<file path="config.mk">
export PLATFORM = sky130hd
export DESIGN_NAME = alu_arbiter
export DESIGN_NICKNAME = d
export VERILOG_FILES = /design/src/rtl/alu_arb_pkg.sv /design/src/rtl/alu.sv /design/src/rtl/rr_arbiter.sv /design/src/rtl/alu_arbiter.sv
export SDC_FILE = /design/constraint.sdc
export NUM_CORES = 1
export LEC_CHECK = 0
export CAP_MARGIN = 25
export CORE_ASPECT_RATIO = 1.1
export CORE_MARGIN = 2
export CORE_UTILIZATION = 45
export DETAILED_ROUTE_END_ITERATION = 10
export GPL_ROUTABILITY_DRIVEN = 0
export PLACE_DENSITY = 0.82
export SLEW_MARGIN = 25
export SYNTH_ARGS = -nofsm -noshare
export SYNTH_HDL_FRONTEND = slang
export SYNTH_HIERARCHICAL = 1
export SYNTH_SLANG_ARGS = --single-unit
</file>
<file path="constraint.sdc">
create_clock -name clk -period 12.4 [get_ports clk]
set_input_delay 3.72 -clock clk [delete_from_list [all_inputs] [get_ports clk]]
set_output_delay 3.72 -clock clk [all_outputs]
set_load 0.01 [all_outputs]
</file>
<file path="src/rtl/alu_arb_pkg.sv">
// Shared types and constants for the ALU arbiter: FSM states, ALUControl encodings, NZCV bit positions.
package alu_arb_pkg;

  typedef enum logic [1:0] {
    IDLE = 2'd0,
    EXEC = 2'd1,
    RESP = 2'd2
  } state_t;

  localparam logic [1:0] ALU_ADD = 2'b00;
  localparam logic [1:0] ALU_SUB = 2'b01;
  localparam logic [1:0] ALU_AND = 2'b10;
  localparam logic [1:0] ALU_OR  = 2'b11;

  localparam int FLAG_N = 3;
  localparam int FLAG_Z = 2;
  localparam int FLAG_C = 1;
  localparam int FLAG_V = 0;

endpackage

</file>
<file path="src/rtl/alu.sv">
// N-bit ALU: ADD/SUB/AND/OR with NZCV flags; SUB is a + ~b + 1 so C=1 means no borrow.
module alu #(
  parameter int N = 32
) (
  input  logic [N-1:0] a,
  input  logic [N-1:0] b,
  input  logic [1:0]   alucontrol,
  output logic [N-1:0] result,
  output logic [3:0]   aluflags
);
  import alu_arb_pkg::*;

  logic [N-1:0] b_mux;
  logic [N:0]   sum;
  logic         is_arith;
  logic         carry;
  logic         overflow;

  assign b_mux    = alucontrol[0] ? ~b : b;
  assign sum      = {1'b0, a} + {1'b0, b_mux} + {{N{1'b0}}, alucontrol[0]};
  assign is_arith = ~alucontrol[1];

  always_comb begin
    result = sum[N-1:0];
    case (alucontrol)
      ALU_AND: result = a & b;
      ALU_OR:  result = a | b;
      default: result = sum[N-1:0];
    endcase
  end

  // Overflow: operands effectively share a sign and the sum's sign differs from a.
  assign carry    = is_arith & sum[N];
  assign overflow = is_arith & ~(a[N-1] ^ b[N-1] ^ alucontrol[0]) & (a[N-1] ^ sum[N-1]);
  assign aluflags = {result[N-1], ~|result, carry, overflow};

endmodule

</file>
<file path="src/rtl/rr_arbiter.sv">
// Combinational round-robin picker: first asserted request at or after ptr, wrapping.
module rr_arbiter #(
  parameter  int NREQ = 2,
  localparam int IDW  = $clog2(NREQ)
) (
  input  logic [NREQ-1:0] req,
  input  logic [IDW-1:0]  ptr,
  output logic [NREQ-1:0] grant,
  output logic [IDW-1:0]  grant_idx,
  output logic            any_valid
);

  assign any_valid = |req;

  // Scan from the farthest offset down so the nearest valid index wins.
  always_comb begin
    grant_idx = '0;
    for (int i = NREQ - 1; i >= 0; i--) begin
      if (req[(int'(ptr) + i) % NREQ]) begin
        grant_idx = IDW'((int'(ptr) + i) % NREQ);
      end
    end
  end

  for (genvar gi = 0; gi < NREQ; gi++) begin : g_grant
    assign grant[gi] = any_valid && (grant_idx == IDW'(gi));
  end

endmodule

</file>
<file path="src/rtl/alu_arbiter.sv">
// Round-robin sharing of one ALU between NREQ requesters with a tagged, registered response.
// Define ALU_ARB_FLAGREG_EN to keep per-requester last flags on flags_q; otherwise flags_q is 0.
module alu_arbiter
  import alu_arb_pkg::*;
#(
  parameter  int N    = 32,
  parameter  int NREQ = 2,
  localparam int IDW  = $clog2(NREQ)
) (
  input  logic              clk,
  input  logic              reset,
  input  logic [NREQ-1:0]   req_valid,
  output logic [NREQ-1:0]   req_ready,
  input  logic [NREQ*N-1:0] req_a,
  input  logic [NREQ*N-1:0] req_b,
  input  logic [NREQ*2-1:0] req_op,
  output logic              rsp_valid,
  input  logic              rsp_ready,
  output logic [IDW-1:0]    rsp_id,
  output logic [N-1:0]      rsp_result,
  output logic [3:0]        rsp_flags,
  output logic [NREQ*4-1:0] flags_q
);

  state_t          state_reg, state_next;
  logic [IDW-1:0]  rr_ptr_reg;
  logic [N-1:0]    op_a_reg, op_b_reg;
  logic [1:0]      op_sel_reg;
  logic [IDW-1:0]  id_reg;
  logic [IDW-1:0]  rsp_id_reg;
  logic [N-1:0]    rsp_result_reg;
  logic [3:0]      rsp_flags_reg;

  logic [NREQ-1:0] grant;
  logic [IDW-1:0]  grant_idx;
  logic            any_valid;
  logic            accept;
  logic            rsp_fire;
  logic [N-1:0]    alu_result;
  logic [3:0]      alu_flags;
  logic [3:0]      flags_next;
  logic            unused_alu_nz;

  rr_arbiter #(.NREQ(NREQ)) u_rr (
    .req       (req_valid),
    .ptr       (rr_ptr_reg),
    .grant     (grant),
    .grant_idx (grant_idx),
    .any_valid (any_valid)
  );

  alu #(.N(N)) u_alu (
    .a          (op_a_reg),
    .b          (op_b_reg),
    .alucontrol (op_sel_reg),
    .result     (alu_result),
    .aluflags   (alu_flags)
  );

  // N and Z come from the result itself; only C and V need the adder internals.
  assign flags_next    = {alu_result[N-1], (alu_result == '0), alu_flags[FLAG_C], alu_flags[FLAG_V]};
  assign unused_alu_nz = alu_flags[FLAG_N] ^ alu_flags[FLAG_Z];

  always_ff @(posedge clk) begin
    if (reset) state_reg <= IDLE;
    else       state_reg <= state_next;
  end

  always_comb begin
    state_next = state_reg;
    case (state_reg)
      IDLE:    if (any_valid) state_next = EXEC;
      EXEC:    state_next = RESP;
      RESP:    if (rsp_ready) state_next = IDLE;
      default: state_next = IDLE;
    endcase
  end

  always_comb begin
    req_ready = '0;
    rsp_valid = 1'b0;
    if (state_reg == IDLE) req_ready = grant;
    if (state_reg == RESP) rsp_valid = 1'b1;
  end

  assign accept   = (state_reg == IDLE) && any_valid;
  assign rsp_fire = rsp_valid && rsp_ready;

  always_ff @(posedge clk) begin
    if (reset) begin
      rr_ptr_reg     <= '0;
      op_a_reg       <= '0;
      op_b_reg       <= '0;
      op_sel_reg     <= '0;
      id_reg         <= '0;
      rsp_id_reg     <= '0;
      rsp_result_reg <= '0;
      rsp_flags_reg  <= '0;
    end else begin
      if (accept) begin
        op_a_reg   <= req_a[grant_idx*N +: N];
        op_b_reg   <= req_b[grant_idx*N +: N];
        op_sel_reg <= req_op[grant_idx*2 +: 2];
        id_reg     <= grant_idx;
        rr_ptr_reg <= (grant_idx == IDW'(NREQ - 1)) ? '0 : grant_idx + IDW'(1);
      end
      if (state_reg == EXEC) begin
        rsp_result_reg <= alu_result;
        rsp_flags_reg  <= flags_next;
        rsp_id_reg     <= id_reg;
      end
    end
  end

  assign rsp_id     = rsp_id_reg;
  assign rsp_result = rsp_result_reg;
  assign rsp_flags  = rsp_flags_reg;

`ifdef ALU_ARB_FLAGREG_EN
  for (genvar gi = 0; gi < NREQ; gi++) begin : g_flagreg
    logic [3:0] flags_reg;
    always_ff @(posedge clk) begin
      if (reset) flags_reg <= '0;
      else if (rsp_fire && (rsp_id_reg == IDW'(gi))) flags_reg <= rsp_flags_reg;
    end
    assign flags_q[gi*4 +: 4] = flags_reg;
  end
`else
  logic unused_rsp_fire;
  assign unused_rsp_fire = rsp_fire;
  assign flags_q         = '0;
`endif

endmodule

</file>
# Word-level counts from Yosys, hierarchy flattened
# Cells that the tools add are included.
# op_classes
eq_ne,6
shifts,3
n_reduce_logical,7
add_sub_neg,4
n_lt_le_gt_ge,2
bitwise,13
muxes,15
# op_table
op,n
variable part select 64 x 7 -> 32 bit,2
one-hot mux 32 bit (2 select lines),1
adder 32 x 32 -> 33 bit,1
adder 33 x 1 -> 33 bit,1
AND 32 bit,1
zero test 32 bit,1
2-to-1 mux 32 bit,1
NOT 32 bit,1
bitwise OR 32 bit,1
2-to-1 mux 1 bit,9
equality test 2 bit (second input constant),3
2-to-1 mux 2 bit,3
one-hot mux 2 bit (3 select lines),1
inequality test 2 bit (second input constant),2
variable part select 4 x 3 -> 2 bit,1
AND 1 bit,3
logical AND 1 bit,3
< comparator 2 x 3 -> 1 bit (second input constant),1
NOT 1 bit,3
XOR 1 bit,3
adder 1 bit (second input constant),2
equality test 2 x 1 -> 1 bit (second input constant),1
zero test 2 bit,1
< comparator 1 x 2 -> 1 bit (second input constant),1
3 further kinds,3
# word_totals
output_inout_bits,48
in_bits,137
ff_bits,107
word_cells,59

# Depth between registers and ports, before layout
# Gate-level depths: netlist of the first run.
# logic_depth
depth_word,10
ltp_mapped,21
depth_no_buf,15

# Cells and area by module
# The synthesis of the first run kept the hierarchy.
# modules_own_cells
mod,area_each_um2,n_inst,cells_each,seq_area_each_um2
alu_arbiter,4870.9,1,492,2122.0
alu,3131.8,1,447,0.0
rr_arbiter,32.5,1,5,0.0

# Worst setup path after synthesis of the first run
# No wires, ideal clock.
# synth_path
path_kind,in2out
startpoint,input port req_valid[1]
endpoint,output port req_ready[1]
required_ns,8.680
path_slack_ns,4.516
cell_stages,2
n_path_buf,0
arrival_ns,4.164
cell_sequence,a21boi_1 > nor3b_1
# synth_via
elab_chain_cells,7
elab_cells_between_ends,10
classes_between,8 x mux; 2 x reduce/logical
# synth_rtl
item,line_no,rtl
from (decl),alu_arbiter.sv:12,"input logic [NREQ-1:0] req_valid,"
2-to-1 mux 1 bit (implied by the code) (3 in series),rr_arbiter.sv:19,if (req[(int'(ptr) + i) % NREQ]) begin
2-to-1 mux 1 bit (2 in series),rr_arbiter.sv:19,
logical AND 1 bit (*),rr_arbiter.sv:26,assign grant[gi] = any_valid && (grant_idx == IDW'(gi));
2-to-1 mux 2 bit (*),alu_arbiter.sv:82,if (state_reg == IDLE) req_ready = grant;
to (decl),alu_arbiter.sv:13,"output logic [NREQ-1:0] req_ready,"
# Every way passes the cells marked *; elsewhere a longest branch is shown, timed or not. The select of a mux whose other input is x is not followed.

# Worst setup path after layout of the first run
# layout_path
startpoint,input port req_valid[0]
endpoint,output port req_ready[0]
# layout_via
elab_chain_cells,8
elab_cells_between_ends,11
classes_between,8 x mux; 1 x bitwise; 2 x reduce/logical
# layout_rtl
item,line_no,rtl
2-to-1 mux 1 bit (implied by the code) (3 in series),rr_arbiter.sv:19,
2-to-1 mux 1 bit (2 in series),rr_arbiter.sv:19,
NOT 1 bit,rr_arbiter.sv:26,
logical AND 1 bit (*),rr_arbiter.sv:26,
via grant[0],alu_arbiter.sv:34,logic [NREQ-1:0] grant;
2-to-1 mux 2 bit (*),alu_arbiter.sv:82,
# Mark *: on every way through the listed nets, which the timed path passes. The rest lies on a longest branch. The select of a mux whose other input is x is not followed.

==> out/results.tsv, run 1 <==
metric	value	unit
worst path cell trace	clkdlybuf4s50_1 > a21boi_1 > nor3b_1 > clkdlybuf4s50_1	
fill count	1528	
Critical-path top delay cell	clkdlybuf4s50_1	
Post-CTS Hold Fix Bufs	0	
Avg Inst Size Synth	8.54	um2
critical path's largest stage delay	0.57	ns
sw frac	38.2	%
Vias	7069	
H-tree Lvls	3	
register area	2120	um2
fin crit period	8.95	ns
die height	143	um
fmax	0.112	GHz
Int Pwr	0.827	mW
cts bufs inserted	9	
Worst-path clk slew	0.07	ns
yosys warns	6	
post-route ant nets	0	
area of the mapped netlist	7890	um2
worst reg2reg path depth	16	
Slew @ Worst Pin	0.940	ns
crit-path leading delay family	buffers and inverters	
Clock Skew	0.00639	ns
area growth from synthesis to layout	24.3	%
hold path start	id_reg	
Slew Limit Fails	0	
vias in the first global route	6608	
CTS max path bufs	2	
PwrDens	136	nW/um2
Crit. End Element	output pin	
Total Wirelength	20100	um
RSZ-0062 raised after global routing	false	
area of the multi-input gates	5220	um2
Final period util	72.2	%
MaxCap Viol Count	0	
Worst R2R End	rsp_flags[2]	
Leak	3.80	nW
CTS root buf	clkbuf_16	
drt wl/cell	15.6	um
worst hold path stage count	2	
crit-path most repeated cell	clkdlybuf4s50_1	
first-pass GRT wire length	32300	um
crit path buf inv count	2	
drc violations	0	
hold crit path type	register to register	
CP Max Fanout	4	
pin count of the biggest net entering global routing	73	
CP Data Arrival Time	5.23	ns
width of the die	130	um
# resized after CTS	0	
die area	18600	um2
starting density of the core	46.2	%
Final nets	1222	
Ports	185	
Setup-failing EPs final	0	
dpl hpwl	14900	um
Overall Global Routing Usage	21.7	%
Slew HR	37.3	%
flop-to-flop setup slack	7.76	ns
Rows	50	
Syn Inst Count	924	
initial antenna violation count	0	
clock power share	23.0	%
sum of negative setup slack	0	ns
Hold Crit Endpoint	rsp_id	
final hold violation count	0	
clock latency on the worst-skew pair	0.36	ns
CP required	8.68	ns
outcome	completed	
core area	17100	um2
Total Power	1.34	mW
Crit Path Class	primary input to output pin	
Startpoint Class	primary input	
layout cells sized above 1	10.3	%
Sink Count	106	
Setup Buffers After CTS	0	
antenna diode count	0	
1st-iter DRT viols	513	
CTS tree	yes	
Crit Reg-Reg Startpoint	op_sel_reg[0]	
IO Port Bufs	176	
Net Sw Power	0.512	mW
grt total ovfl	0	
Sequential Power Share	31.5	%
Gate power share	45.5	%
Peak VDD IR	0.0864	mV
TritonRoute pass-1 iters	5	
vias per std cell	5.49	
## area by class of cell
cell class / instances / share of cell area, %
clock inverter: 6 / 0.918
tap: 234 / 2.98
inverter: 9 / 0.344
clock buffer: 10 / 2.33
multi-input combinational: 738 / 53.2
sequential: 106 / 21.6
timing repair buffer: 185 / 18.6
## through the flow
stage | area [um2] | hold slack, ns | util, % | setup slack, ns | instances
after floorplan | 7920 | 0.432 | - | 4.52 | 931
after global placement | 9490 | 0.440 | 55.6 | 3.50 | 1272
after detailed placement | 9490 | 0.447 | 55.6 | 3.44 | 1272
after CTS | 9810 | 0.456 | 57.4 | 3.42 | 1288
after global routing | 9810 | 0.478 | 57.4 | 3.36 | 1288
final | 9810 | 0.454 | 57.4 | 3.45 | 1288
## worst max path at each step
stage	end	depth (start not counted)	start
3_3_place_gp	req_ready[0]	4	req_valid[0]
2_1_floorplan	req_ready[1]	2	req_valid[1]
6_report	req_ready[0]	4	req_valid[0]
3_5_place_dp	req_ready[0]	4	req_valid[0]
5_1_grt	req_ready[0]	4	req_valid[0]
4_1_cts	req_ready[0]	4	req_valid[0]
## worst register-to-register path, delay by kind of cell, from the launching register on
kind	cells	cell delay (ns)
compound gates	9	2.24
xor+xnor	2	0.40
fa+ha+maj	1	0.41
buf+inv	1	0.65
flops	1	0.31
simple gates	3	0.56
## power by group through the flow
| stage | sequential [mW] | combinational, mW | clock [mW] |
|---|---|---|---|
| 6_report | 0.422 | 0.609 | 0.308 |
| 5_1_grt | 0.427 | 0.669 | 0.327 |
| 4_1_cts | 0.421 | 0.602 | 0.312 |
| 3_5_place_dp | 0.428 | 0.597 | 0 |
| 3_3_place_gp | 0.426 | 0.587 | 0 |
| 2_1_floorplan | 0.424 | 0.454 | 0 |
## cell usage in the layout, fill, tap and decap left out, types with 5 or more instances in the layout
master	n
nand2_1	125
a21oi_1	73
xor2_1	40
a211oi_2	63
nor3_1	15
buf_4	10
nor2_1	96
a21o_1	13
mux2i_1	69
o21a_1	7
nand4_1	11
ha_1	35
xnor2_1	8
nand3_1	9
maj3_1	24
nor4_1	13
a211oi_1	5
inv_1	9
o21bai_1	8
o21ai_0	31
dfxtp_1	105
clkdlybuf4s50_1	175
o31ai_1	6
o211ai_1	5
nor2b_1	7
conb_1	8
clkbuf_16	9
## per-layer routing
| layer | up-vias | share of wire, % | track usage, % |
|---|---|---|---|
| met3 | 22 | 5.6 | 3.30 |
| met2 | 238 | 45 | 34.2 |
| met1 | 3268 | 48 | 30.9 |
| met5 | - | 0 | 0 |
| met4 | 0 | 1.1 | 5.83 |
| li1 | 3541 | - | - |
No activity file was read; power rests on OpenSTA's default activity.
==> run 2: changes to the inputs <==
--- a/config.mk
+++ b/config.mk
@@ -11,7 +11,7 @@
 export CORE_UTILIZATION = 45
 export DETAILED_ROUTE_END_ITERATION = 10
 export GPL_ROUTABILITY_DRIVEN = 0
-export PLACE_DENSITY = 0.82
+export PLACE_DENSITY = 0.85
 export SLEW_MARGIN = 25
 export SYNTH_ARGS = -nofsm -noshare
 export SYNTH_HDL_FRONTEND = slang
==> constraint.sdc (replaced) <==
create_clock -name clk -period 7.6 [get_ports clk]
set_input_delay 2.28 -clock clk [delete_from_list [all_inputs] [get_ports clk]]
set_output_delay 2.28 -clock clk [all_outputs]
set_load 0.01 [all_outputs]
==> run 2 against run 1 <==
  * Register-to-register slack lost 5.0 ns
  * Setup slack lost 1.9 ns
  * Sequential share of layout area is essentially flat
  * Global-route usage shrank 0.54 points
  * Flip-flop and latch count is the same
  * Clock power grew 58%
  * Combinational power grew 62%
  * Die area is the same
  * First-iteration DRC count shrank 15%
  * Via count grew 0.33%
  * Worst hold slack lost 0.0015 ns
  * Design area is essentially flat
  * Highest routed layer unchanged
==> out/results.tsv, run 2 (same netlist as run 1, synthesis figures left out) <==
metric	value	unit	change
die area	18600	um2	unchanged
CP required	5.32	ns	-3.36 ns
Sink Count	106		unchanged
RSZ-0062 raised after global routing	false		
hold crit path type	register to register		
initial antenna violation count	0		unchanged
Overall Global Routing Usage	21.2	%	-0.54 points
die height	143	um	unchanged
fin crit period	6.04	ns	
hold slack final	0.452	ns	-0.00152 ns
crit-path most repeated cell	clkdlybuf4s50_1		
Slew HR	31.7	%	-5.6 points
Vias	7092		+0.33%
Peak VDD IR	0.130	mV	+51%
layout cells sized above 1	10.3	%	-0.085 points
worst path cell trace	clkdlybuf4s50_1 > a21boi_1 > nor3b_1 > clkdlybuf4s50_1		
CP Max Fanout	4		unchanged
Slew @ Worst Pin	1.02	ns	+0.0842 ns
Crit Path Class	primary input to output pin		
final setup margin	1.56	ns	-1.89 ns
sum of negative setup slack	0	ns	unchanged
worst hold path stage count	2		unchanged
Placed Instance Area	9500	um2	+0.13%
final cell count without fillers	1287		-0.078%
Leak	3.80	nW	about the same
Hold Crit Endpoint	rsp_result[24]		
TritonRoute pass-1 iters	8		+3
first-pass GRT wire length	31800	um	-1.5%
1st-iter DRT viols	436		-15%
CTS tree	yes		
Worst R2R End	rsp_flags[2]		
post-route cell area	9810	um2	about the same
PwrDens	221	nW/um2	+62%
MaxCap Viol Count	0		unchanged
core area	17100	um2	unchanged
worst reg2reg path depth	16		unchanged
Final nets	1222		unchanged
antenna diode count	0		unchanged
width of the die	130	um	unchanged
vias in the first global route	6573		-0.53%
fill count	1533		+0.33%
drt wl/cell	15.4	um	-1.6%
area growth from synthesis to layout	24.4	%	about the same
starting density of the core	46.2	%	unchanged
Rows	50		unchanged
Setup Buffers After CTS	0		unchanged
IO Port Bufs	176		unchanged
worst slack at placement	1.57	ns	-1.87 ns
Slew Limit Fails	0		unchanged
Final period util	79.5	%	
H-tree Lvls	3		unchanged
Crit Reg-Reg Startpoint	op_sel_reg[0]		
CTS max path bufs	2		unchanged
CTS root buf	clkbuf_16		
vias per std cell	5.51		+0.40%
grt total ovfl	0		unchanged
# placed instances	1272		unchanged
Clock Skew	0.00768	ns	+0.00130 ns
Worst-path clk slew	0.07	ns	about the same
Startpoint Class	primary input		
final hold violation count	0		unchanged
post-route ant nets	0		unchanged
most frequent cells in the layout	clkdlybuf4s50_1 (175), nand2_1 (125), dfxtp_1 (105)		
leading cell type in the layout, fill and taps excluded	clkdlybuf4s50_1		
Setup-failing EPs final	0		unchanged
drc violations	0		unchanged
Crit. End Element	output pin		
outcome	completed		
Ports	185		unchanged
clock latency on the worst-skew pair	0.36	ns	about the same
Total Wirelength	19800	um	-1.7%
flop-to-flop setup slack	2.72	ns	-5.04 ns
# resized after CTS	0		unchanged
pin count of the biggest net entering global routing	135		+85%
Post-CTS Hold Fix Bufs	0		unchanged
hold path start	rsp_result[24]		
critical path's largest stage delay	0.56	ns	about the same
cts bufs inserted	9		unchanged
Critical-path top delay cell	clkdlybuf4s50_1		
fmax	0.166	GHz	
dpl hpwl	15100	um	+0.81%
CP Data Arrival Time	3.76	ns	-1.47 ns
[run 2: changes by cell type in the layout (fill, tap and decap cells not counted)]
cell | previous run | this run
inv_6 | 1 | 0
buf_12 | 0 | 1
clkinv_4 | 1 | 0
clkinvlp_4 | 1 | 2
buf_4 | 10 | 9
[run 2: area by class of cell]
type | instances | area, um2 | area share (%)
timing repair buffer | 185 | 1840 | 18.7
inverter | 9 | 33.8 | 0.344
multi-input combinational | 738 | 5220 | 53.1
clock inverter | 5 | 80.1 | 0.816
sequential | 106 | 2120 | 21.6
tap | 234 | 293 | 2.98
clock buffer | 10 | 229 | 2.33
[run 2: metrics by stage]
stage	total power, mW	util (%)
3_5_place_dp	1.68	55.6
4_1_cts	2.17	57.5
2_1_floorplan	1.43	-
3_3_place_gp	1.65	55.6
6_report	2.17	57.5
5_1_grt	2.31	57.5
[run 2: layer usage]
layer  routed length, um  vias to the layer above  GRT usage [%]
li1                    -                     3545              -
met1                9260                     3267           29.6
met2                8940                      250           33.0
met3                1120                       30           3.67
met4                 453                        0           7.30
met5                   0                        -              0
[run 2: critical path, delay by kind of cell]
family / cells / cell delay (ns)
buffers and inverters: 2 / 1.11
and+or+nand+nor: 1 / 0.19
AOI/OAI and AO/OA: 1 / 0.17
[run 2: worst max-delay path by stage]
stage | start | to | slack (ns)
final | req_valid[0] | req_ready[0] | 1.56
after global routing | req_valid[0] | req_ready[0] | 1.47
after CTS | req_valid[0] | req_ready[0] | 1.55
after detailed placement | req_valid[0] | req_ready[0] | 1.57
after global placement | req_valid[0] | req_ready[0] | 1.58
after floorplan | req_valid[1] | req_ready[1] | 2.60
[run 2: report_power, final]
part           internal [mW]  switching [mW]  total, mW  leakage [nW]
Sequential             0.624          0.0714      0.695         0.875
Combinational          0.437           0.549      0.986          2.78
Clock                  0.286           0.202      0.488         0.145
Total                   1.35           0.823       2.17          3.80
